### config.mk
export PLATFORM = sky130hd
export DESIGN_NAME = div_unit
export DESIGN_NICKNAME = d
export VERILOG_FILES = /design/src/rtl/div_unit.sv
export SDC_FILE = /design/constraint.sdc
export NUM_CORES = 1
export LEC_CHECK = 0
export ABC_AREA = 0
export BUFFER_PORTS_ARGS = -buffer_cell sky130_fd_sc_hd__buf_4
export CAP_MARGIN = 15
export CELL_PAD_IN_SITES_DETAIL_PLACEMENT = 0
export CELL_PAD_IN_SITES_GLOBAL_PLACEMENT = 2
export CORE_ASPECT_RATIO = 1.5
export CORE_MARGIN = 4
export CORE_UTILIZATION = 35
export CTS_BUF_LIST = sky130_fd_sc_hd__clkbuf_4 sky130_fd_sc_hd__clkbuf_8
export CTS_CLUSTER_DIAMETER = 50
export DETAILED_ROUTE_END_ITERATION = 8
export HOLD_SLACK_MARGIN = 0.15
export PLACE_DENSITY = 0.89
export SLEW_MARGIN = 20
export SYNTH_ARGS = -nofsm -noshare
export SYNTH_HDL_FRONTEND = slang
export SYNTH_SLANG_ARGS = --single-unit
export TNS_END_PERCENT = 5
### constraint.sdc
create_clock -name clk -period 14.5 [get_ports clk]
set_input_delay 1.45 -clock clk [delete_from_list [all_inputs] [get_ports clk]]
set_output_delay 1.45 -clock clk [all_outputs]
set_load 0.005 [all_outputs]
### src/rtl/div_unit.sv
`default_nettype none
// ============================================================================
// Module      : div_unit
// Description : Iterative radix-2 restoring divider for MIPS DIV/DIVU in the
//               execute stage. Returns {hi=remainder, lo=quotient} and holds
//               stallE while a divide is in flight.
// Revision    : 1.0 - initial release
// ============================================================================
module div_unit #(
  parameter int WIDTH = 32
) (
  input  logic               clk,
  input  logic               rst,
  input  logic               startE,
  input  logic               signedE,
  input  logic               cancelE,
  input  logic [WIDTH-1:0]   aE,
  input  logic [WIDTH-1:0]   bE,
  output logic               stallE,
  output logic               readyE,
  output logic [2*WIDTH-1:0] resultE
);

  localparam int                 c_cnt_w    = (WIDTH > 1) ? $clog2(WIDTH) : 1;
  localparam logic [c_cnt_w-1:0] c_cnt_last = c_cnt_w'(WIDTH - 1);
  localparam logic [c_cnt_w-1:0] c_cnt_one  = c_cnt_w'(1);

  localparam logic [1:0] c_st_idle = 2'd0;
  localparam logic [1:0] c_st_div  = 2'd1;
  localparam logic [1:0] c_st_done = 2'd2;

  logic [1:0]           r_state;
  logic [1:0]           w_next_state;
  logic [c_cnt_w-1:0]   r_cnt;
  logic [WIDTH-1:0]     r_rem;
  logic [WIDTH-1:0]     r_quo;
  logic [WIDTH-1:0]     r_dvs;
  logic                 r_neg_q;
  logic                 r_neg_r;
  logic [2*WIDTH-1:0]   r_result;

  logic                 w_start;
  logic                 w_b_zero;
  logic                 w_a_neg;
  logic                 w_b_neg;
  logic [WIDTH-1:0]     w_a_mag;
  logic [WIDTH-1:0]     w_b_mag;
  logic [WIDTH:0]       w_trial;
  logic                 w_bit;
  logic [WIDTH-1:0]     w_rem_next;
  logic [WIDTH-1:0]     w_quo_next;
  logic [WIDTH-1:0]     w_q_fix;
  logic [WIDTH-1:0]     w_r_fix;
  logic                 w_last;

  // Request qualification and operand magnitudes for the signed form
  assign w_start  = startE & ~cancelE;
  assign w_b_zero = (bE == '0);
  assign w_a_neg  = signedE & aE[WIDTH-1];
  assign w_b_neg  = signedE & bE[WIDTH-1];
  assign w_a_mag  = w_a_neg ? -aE : aE;
  assign w_b_mag  = w_b_neg ? -bE : bE;

  // One restoring step: shift in the next dividend bit, try the subtract.
  // r_quo starts as the dividend magnitude and is shifted out MSB first while
  // the quotient bits fill in from the bottom.
  assign w_trial    = {r_rem, r_quo[WIDTH-1]} - {1'b0, r_dvs};
  assign w_bit      = ~w_trial[WIDTH];
  assign w_rem_next = w_bit ? w_trial[WIDTH-1:0] : {r_rem[WIDTH-2:0], r_quo[WIDTH-1]};
  assign w_quo_next = {r_quo[WIDTH-2:0], w_bit};
  assign w_last     = (r_cnt == c_cnt_last);

  // Sign correction applied to the final step's values as they are stored
  assign w_q_fix = r_neg_q ? -w_quo_next : w_quo_next;
  assign w_r_fix = r_neg_r ? -w_rem_next : w_rem_next;

  assign resultE = r_result;

  // State register
  always_ff @(posedge clk or posedge rst) begin
    if (rst) begin
      r_state <= c_st_idle;
    end else begin
      r_state <= w_next_state;
    end
  end

  // Next-state: cancel beats start in IDLE and aborts in DIV; DONE always exits
  always_comb begin
    w_next_state = r_state;
    case (r_state)
      c_st_idle: begin
        if (w_start) begin
          w_next_state = w_b_zero ? c_st_done : c_st_div;
        end
      end
      c_st_div: begin
        if (cancelE) begin
          w_next_state = c_st_idle;
        end else if (w_last) begin
          w_next_state = c_st_done;
        end
      end
      c_st_done: w_next_state = c_st_idle;
      default:   w_next_state = c_st_idle;
    endcase
  end

  // Outputs: stall covers the accepting cycle and DIV, ready pulses in DONE
  always_comb begin
    stallE = 1'b0;
    readyE = 1'b0;
    case (r_state)
      c_st_idle: stallE = w_start;
      c_st_div:  stallE = 1'b1;
      c_st_done: readyE = 1'b1;
      default: begin
        stallE = 1'b0;
        readyE = 1'b0;
      end
    endcase
  end

  // Datapath: latch operands on accept, iterate in DIV, publish on DONE entry
  always_ff @(posedge clk or posedge rst) begin
    if (rst) begin
      r_cnt    <= '0;
      r_rem    <= '0;
      r_quo    <= '0;
      r_dvs    <= '0;
      r_neg_q  <= 1'b0;
      r_neg_r  <= 1'b0;
      r_result <= '0;
    end else begin
      case (r_state)
        c_st_idle: begin
          if (w_start) begin
            if (w_b_zero) begin
              r_result <= {aE, {WIDTH{1'b1}}};
            end else begin
              r_cnt   <= '0;
              r_rem   <= '0;
              r_quo   <= w_a_mag;
              r_dvs   <= w_b_mag;
              r_neg_q <= w_a_neg ^ w_b_neg;
              r_neg_r <= w_a_neg;
            end
          end
        end
        c_st_div: begin
          if (!cancelE) begin
            r_rem <= w_rem_next;
            r_quo <= w_quo_next;
            r_cnt <= r_cnt + c_cnt_one;
            if (w_last) begin
              r_result <= {w_r_fix, w_q_fix};
            end
          end
        end
        default: begin
        end
      endcase
    end
  end

endmodule
`default_nettype wire

# == Word-level counts from Yosys, hierarchy flattened ==
# Cells that the tools add are included.
# classes
addsub,6
multipliers,0
div_mod_pow,0
magnitude_cmp,0
n_eq_ne,9
shift,0
n_mux,29
n_bitwise,7
n_reduce_logical,7
# op_table
operator,n
2-to-1 mux 32 bit,11
2-to-1 mux 64 bit,4
negator 32 bit,4
one-hot mux 32 bit (2 select lines),2
one-hot mux 64 bit (2 select lines),1
subtractor 33 x 32 -> 33 bit,1
zero test 32 bit,1
2-to-1 mux 5 bit,3
"!= test 2 bit, second input constant",5
one-hot mux 5 bit (2 select lines),1
2-to-1 mux 2 bit,4
"adder 5 x 1 -> 5 bit, second input constant",1
"equality test 5 bit, second input constant",1
AND reduction 5 bit,1
one-hot mux 2 bit (2 select lines),1
AND reduction 4 bit,1
AND 1 bit,3
"!= test 3 bit, second input constant",1
inverter 1 bit,3
AND reduction 3 bit,1
"equality test 2 x 1 -> 1 bit, second input constant",1
"equality test 2 bit, second input constant",1
zero test 2 bit,1
one-hot mux 1 bit (2 select lines),1
other kinds (4),4
# totals
ff_bits,169
latch_bits,0
ram_bits,0
romBits,0
in_bits,69
out_inout_bits,66
word_cells,66
mem_count,0

# == Longest topological paths before layout ==
# Gate-level depths: netlist (run 1).
# depth
word_depth,7
ltp_mapped,26
mapped_depth_nobuf,23

# == Worst setup path after synthesis (run 1) ==
# OpenSTA, ideal clock, no wires.
# synth_path
kind,register -> register
from,register r_quo[31]
to,register r_result[62] (netlist: resultE[62])
setup_ns,0.128
arrival_time_ns,5.217
required_ns,14.372
path_slack_ns,9.155
stages_incl_launch_ff,25
n_path_buf,3
synth_period_minus_slack_ns,5.345
path_cell_list,dfrtp_1 inv_1 ha_1 inv_1 fa_1 a211oi_2 o211ai_1 and2_1 o211a_1 o21ai_1 nand3_1 nand2_1 buf_8 buf_6 clkbuf_1 a21oi_1 inv_1 ha_1 or4b_1 nor4_1 o21ai_1 a221o_1 o41ai_2 xnor2_1 o22ai_1
# synth_via
elab_chain_cells,7
# synth_lines
item,line_no,rtl
from (decl),36,logic [WIDTH-1:0] r_quo;
from (signal assigned),143,r_quo <= w_a_mag;
from (signal assigned),153,r_quo <= w_quo_next;
subtractor 33 x 32 -> 33 bit,67,"assign w_trial = {r_rem, r_quo[WIDTH-1]} - {1'b0, r_dvs};"
2-to-1 mux 32 bit (*),69,"assign w_rem_next = w_bit ? w_trial[WIDTH-1:0] : {r_rem[WIDTH-2:0], r_quo[WIDTH-1]};"
negator 32 bit,75,assign w_r_fix = r_neg_r ? -w_rem_next : w_rem_next;
2-to-1 mux 32 bit (*),75,
2-to-1 mux 64 bit (*),155,if (w_last) begin
2-to-1 mux 64 bit (*),151,if (!cancelE) begin
one-hot mux 64 bit (2 select lines) (*),135,case (r_state)
to (signal assigned),139,"r_result <= {aE, {WIDTH{1'b1}}};"
to (signal assigned),156,"r_result <= {w_r_fix, w_q_fix};"
to (decl),40,logic [2*WIDTH-1:0] r_result;
# Every way passes the cells marked *; elsewhere a longest branch is shown, timed or not. The select of a mux whose other input is x is not followed.
# A chain may end at the register's enable or synchronous reset.

# == Worst setup path in the final report (run 1) ==
# Same ends and word-level chain as after synthesis.

==> results of run 1 <==
critical path, delay by kind of cell, from the launching register on:
| kind | cells | cell delay (ns) |
|---|---|---|
| fa+ha+maj | 3 | 0.82 |
| flops | 1 | 0.41 |
| buf+inv | 4 | 0.61 |
| compound gates | 10 | 2.81 |
| simple gates | 5 | 1.27 |
| xor+xnor | 1 | 0.15 |
cell type report:
cell class                 instances  area, um^2
timing repair buffer             147        1104
clock buffer                      19       261.5
inverter                          53       203.9
tap                              473       591.8
clock inverter                    13       135.1
sequential                       169        4229
fill                            3745       20990
multi-input combinational       1243        7586
through the flow:
stage          area, um^2  hold WS, ns  setup WS, ns
2_1_floorplan       12430       0.4498         8.475
3_3_place_gp        13710       0.4690         8.420
3_5_place_dp        13710       0.4757         8.284
4_1_cts             14110       0.4976         8.238
5_1_grt             14110       0.5381         7.847
6_report            14110       0.4876         8.263
metal layers:
layer,up-vias,GRT usage,wire length (um)
met2,257,0.3678,20390
met4,0,0.08028,1306
met3,60,0.02864,1489
met1,5312,0.2416,16320
met5,-,0,0
li1,5690,-,-
state kept, by name (all words and copies together), names as in the netlist:
| name | cells |
|---|---|
| r_neg_q | 1 |
| r_cnt | 5 |
| r_dvs | 32 |
| r_state | 2 |
| r_quo | 32 |
| r_neg_r | 1 |
| r_rem | 32 |
| resultE | 64 |
cells by family after synthesis:
kind of cell,count (synthesis),synth area share
xor+xnor,135,0.09513
compound gates,497,0.2410
mux,34,0.02778
simple gates,538,0.2035
buf+inv,138,0.05245
flops,169,0.3402
fa+ha+maj,39,0.03986
report_power, final:
part | switching (mW) | internal (mW)
registers | 0.0470 | 0.513
logic | 0.255 | 0.154
clock network | 0.199 | 0.149
total | 0.500 | 0.816
path summary, 6_finish.rpt:
| check | from | end | slack, ns | depth (start not counted) |
|---|---|---|---|---|
| max reg2reg | r_quo[31] | resultE[62] | 8.26 | 23 |
| min | r_dvs[1] | r_dvs[1] | 0.49 | 2 |
| max | r_quo[31] | resultE[62] | 8.26 | 23 |
| min reg2reg | r_dvs[1] | r_dvs[1] | 0.49 | 2 |
| max in group asynchronous | rst | r_rem[11] | 12.31 | 3 |
| min in group asynchronous | rst | r_quo[29] | 0.97 | 2 |
cell usage after synthesis (3+ instances only):
library cell	count
a31oi_1	28
o211ai_1	12
o21a_1	9
a21o_1	5
or3_1	17
nand4_1	8
nor2b_1	5
buf_2	4
buf_6	6
or4b_1	3
o41ai_1	15
a22o_1	5
or4_1	18
a41oi_1	3
o311ai_0	3
and3_1	14
clkbuf_8	5
nor2_1	173
a21oi_1	165
nand2_1	169
inv_1	51
o31a_1	3
nor3_1	23
a21boi_0	6
or2_2	7
nand3b_1	6
o22ai_1	4
o21bai_1	8
mux2_2	3
xnor2_1	59
nand2b_1	18
xor2_1	76
nor4_1	17
buf_1	6
dfrtp_1	169
o21ai_0	156
ha_1	38
and2_1	15
o21ai_1	11
o31ai_1	23
a211oi_1	8
nand3_1	29
clkbuf_1	57
mux2i_1	30
==> results.json, run 1 <==
{
  "status": "finished, final reports clean",
  "dp_hpwl_mm": 30.61,
  "yosys_register_bits": 169,
  "grt_use_total": 0.2031,
  "drc": 0,
  "syn_area_um2": 12430,
  "drv_cap": 0,
  "grt_pass1_wl_mm": 62.02,
  "synth-main-ff-cell": "dfrtp_1",
  "crit_type": "reg2reg",
  "synth_edf_count": 0,
  "dr_total_vias": 11320,
  "insertion_delay_ns": 0.52,
  "ys.warnings.count": 0,
  "fp.coreArea_um2": 35100,
  "rsz0062_at_grt": "no",
  "slowest_delay_ns": 0.62,
  "grt_overflow": 0,
  "grt_pass1_vias": 10970,
  "clockRootBuffer": "clkbuf_8",
  "dpl.cell_count": 2085,
  "drt-total-wl_mm": 39.51,
  "finalHoldViolCount": 0,
  "layout_common_cells": "nor2_1, dfrtp_1, nand2_1, a21oi_1, o21ai_0",
  "synth_nets": 1658,
  "drive_gt1_frac": 0.1320,
  "drv_slew": 0,
  "crit_path_end_kind": "flip-flop",
  "hp-class": "reg2reg",
  "pwr_density_cell_nw_per_um2": 93.25,
  "firstDrtPassIters": 5,
  "clk_path_buf_depth": 2,
  "total_power_mw": 1.316,
  "finalSetupTns_ns": 0,
  "maxSlewHeadroom": 0.3180,
  "finalClockSkew_ns": 0.02028,
  "clock-sinks": 169,
  "cp.required_ns": 14.89,
  "first_iter_violations": 674,
  "p_leak_nw": 6.193,
  "start_kind": "flip-flop",
  "finalSetupViolations": 0,
  "period_minus_slack_ns": 6.237,
  "max_freq_mhz": 160.3,
  "avgViaCountPerCell": 5.347,
  "initial_core_util": 0.3541,
  "die_x_um": 161.9,
  "io-pin-count": 135,
  "rows": 84,
  "postCtsSetupRepairBufs": 0,
  "ant_nets": 0,
  "clk_pin_slew_ns": 0.09,
  "worst_pin_slew_ns": 1.023,
  "cp_common_cell": "inv_1",
  "areaGrowthSynthToFinish_pct": 13.53,
  "ir_worst_vdd_v": 0.00004360,
  "synth.distinct_cells": 90,
  "grt_max_degree": 104,
  "crit_chain": "inv_1, ha_1, inv_1, fa_1, a211oi_2, o211ai_1, and2_1, o211a_1, o21ai_1, a21o_1, nand2_2, buf_4, nor2_1, a21oi_1, inv_1, ha_1, or4b_1, nor4_1, o21ai_1, a221o_1, o41ai_2, xnor2_1, o22ai_1",
  "min_period_over_period": 0.4302,
  "synth_area_leaders": "dfrtp_1, a21oi_1, o21ai_0",
  "yosys.area.top_type": "dfrtp_1",
  "netlist.area_leader.share": 0.3402,
  "antenna_cells": 0,
  "wl_per_cell_um": 18.66,
  "postCtsHoldBufs": 0,
  "port_buffers": 134,
  "cts-resized-gates": 0,
  "cp.arrival_ns": 6.63,
  "seq_area_frac_synth": 0.3402,
  "cts_tree": "built",
  "die_area_um2": 38650,
  "die_y_um": 238.8,
  "avgSynthCellArea_um2": 8.019,
  "final_cells": 2117,
  "cp_slowest_cell": "a21o_1",
  "fin_util": 0.4020,
  "async_flop_share": 1.000,
  "crit_fanout": 49,
  "antenna_found_initial": 0,
  "numCtsBuffers": 17,
  "syn_inst": 1550,
  "final_common_cell": "nor2_1",
  "nets": 1739,
  "gp_congestion": 0.8972,
  "htreeDepth": 4
}
(Power assumes the default switching activity.)
==> run 2: changes to the inputs <==
- CORE_UTILIZATION: 35 -> 33
- PLACE_DENSITY: 0.89 -> 0.88
- clock period: 14.5 -> 5.16 ns (I/O delays scaled with it)
==> run 2 against run 1 <==
Non-clock buffer count rose by 21. Clock-buffer cell count decreased by 2. Via count is 2.4% higher.
==> results.json, run 2 (synthesis gave the netlist of run 1 again) <==
{
  "status": "finished, final reports clean",
  "swShare": 0.3604,
  "nets": 1760,
  "final_cells": 2149,
  "grt_max_degree": 104,
  "drc": 0,
  "whs_path_depth": 3,
  "crit_path_end_kind": "flip-flop",
  "cts_tree": "built",
  "clock-sinks": 169,
  "r2r_slack_ns": 0.29,
  "numCtsBuffers": 17,
  "power.share.clock": 0.286,
  "r2r-end": "resultE[62]",
  "wl_per_cell_um": 18.96,
  "dpl.cell_count": 2114,
  "insertion_delay_ns": 0.52,
  "die_y_um": 245.7,
  "finalClockSkew_ns": 0.02080,
  "drt-total-wl_mm": 40.74,
  "fin_area_um2": 14440,
  "maxSlewHeadroom": 0.3436,
  "worst_pin_slew_ns": 0.9846,
  "areaGrowthSynthToFinish_pct": 16.15,
  "drv_slew": 0,
  "drt-met1-wl_mm": 16.64,
  "drv_cap": 0,
  "ant_nets": 0,
  "avgViaCountPerCell": 5.394,
  "rows": 86,
  "finalHoldViolCount": 0,
  "gp_congestion": 0.8683,
  "finalSetupViolations": 0,
  "dr_total_vias": 11590,
  "port_buffers": 134,
  "period_minus_slack_ns": 4.866,
  "p_leak_nw": 6.330,
  "wl_met2_mm": 20.66,
  "layout_common_cells": "nor2_1, dfrtp_1, nand2_1, a21oi_1, buf_4",
  "min_period_over_period": 0.9430,
  "crit_type": "reg2reg",
  "cp.arrival_ns": 5.26,
  "p_int_mw": 2.478,
  "crit_end": "resultE[62]",
  "fp.coreArea_um2": 37020,
  "dp_hpwl_mm": 32.10,
  "grt_pass1_vias": 11600,
  "firstDrtPassIters": 5,
  "placed_area_um2": 13900,
  "largest_register_ffs": 64,
  "grt_overflow": 0,
  "pwr_density_cell_nw_per_um2": 268.3,
  "hp-class": "in2reg",
  "htreeDepth": 4,
  "max_freq_mhz": 205.5,
  "grt_pass1_wl_mm": 64.65,
  "clockRootBuffer": "clkbuf_8",
  "cp-startpoint": "r_quo[31]",
  "initial_core_util": 0.3358,
  "clk_path_buf_depth": 2,
  "cp.required_ns": 5.55,
  "clk_pin_slew_ns": 0.10,
  "hold_ws_ns": 0.2945,
  "crit_fanout": 6,
  "ir_worst_vdd_v": 0.0001254,
  "antenna_found_initial": 2,
  "reg2regPathDepth": 23,
  "combinationalPowerShare": 0.309,
  "p_seq_frac": 0.405,
  "timing.rr.start": "r_quo[31]",
  "first_iter_violations": 741,
  "top_layer_used": "met4",
  "grt_use_total": 0.1973,
  "start_kind": "flip-flop",
  "wl_met3_mm": 1.317,
  "io-pin-count": 135,
  "final_common_cell": "nor2_1",
  "drive_gt1_frac": 0.1472,
  "die_area_um2": 40900,
  "p_sw_mw": 1.396,
  "die_x_um": 166.5
}
## run 2: cell count changes in the layout (fill, tap and decap cells not counted), sizes merged
cell	delta
inv	-2
bufinv	+4
clkinv	-2
dlygate4sd3	+1
diode	+1
buf	+20
clkbuf	-2
clkinvlp	+1
## run 2: metal layers
metal	up-vias	global-route usage
met5	-	0
met3	89	0.02766
met4	0	0.1021
met2	271	0.3516
met1	5496	0.2299
li1	5736	-
## run 2: stage by stage
step           setup TNS, ns  setup slack, ns  utilization  power [mW]
4_1_cts                    0          0.05549       0.3884       3.900
3_5_place_dp        -0.09623         -0.06925       0.3755       2.779
5_1_grt             -0.01305        -0.007873       0.3899       4.119
3_3_place_gp               0          0.04008       0.3755       2.759
6_report                   0           0.2939       0.3900       3.873
2_1_floorplan              0          0.02248            -       2.415
## run 2: worst min path at each step
| stage | start | to |
|---|---|---|
| floorplan | r_dvs[1] | r_dvs[1] |
| global placement | resultE[47] | resultE[47] |
| detailed placement | resultE[47] | resultE[47] |
| CTS | aE[17] | resultE[49] |
| global route | aE[16] | resultE[48] |
| finish | aE[16] | resultE[48] |
## run 2: worst max-delay path, cell delays in order (launching register included)
cell	delay [ns]
dfrtp_1	0.38
inv_1	0.07
ha_1	0.16
inv_1	0.06
fa_2	0.36
a211oi_2	0.28
o211ai_1	0.20
and2_1	0.21
o211a_1	0.24
o21ai_2	0.19
a21o_1	0.16
nand2_2	0.12
inv_2	0.10
mux2i_2	0.23
ha_1	0.19
buf_4	0.12
nand3_1	0.09
or3_4	0.37
nor2_2	0.16
nand3_2	0.15
a221o_1	0.41
o41ai_2	0.24
xnor2_1	0.16
o22ai_1	0.10
## run 2: layout make-up
class | count | area [um^2]
Fill cell | 3927 | 22580
Antenna cell | 1 | 2.502
Timing Repair Buffer | 168 | 1301
Sequential cell | 169 | 4229
Tap cell | 484 | 605.6
Multi-Input combinational cell | 1243 | 7641
Clock inverter | 14 | 219.0
Inverter | 53 | 203.9
Clock buffer | 17 | 234.0
## run 2: timing repair
item | in CTS | in global routing
hold buffers | 1 | 0
endpoints found under the setup margin | 2 | 6
endpoints found under the hold margin | 67 | 0
pin swaps | 0 | 6
gates resized for setup | 3 | 9
setup buffers | 0 | 2
## run 2: power groups by stage
| stage | registers, mW | logic [mW] | clock network [mW] |
|---|---|---|---|
| after floorplan | 1.55 | 0.866 | 0 |
| after global placement | 1.59 | 1.17 | 0 |
| after detailed placement | 1.60 | 1.18 | 0 |
| after CTS | 1.57 | 1.19 | 1.14 |
| after global routing | 1.59 | 1.34 | 1.19 |
| final | 1.57 | 1.20 | 1.11 |
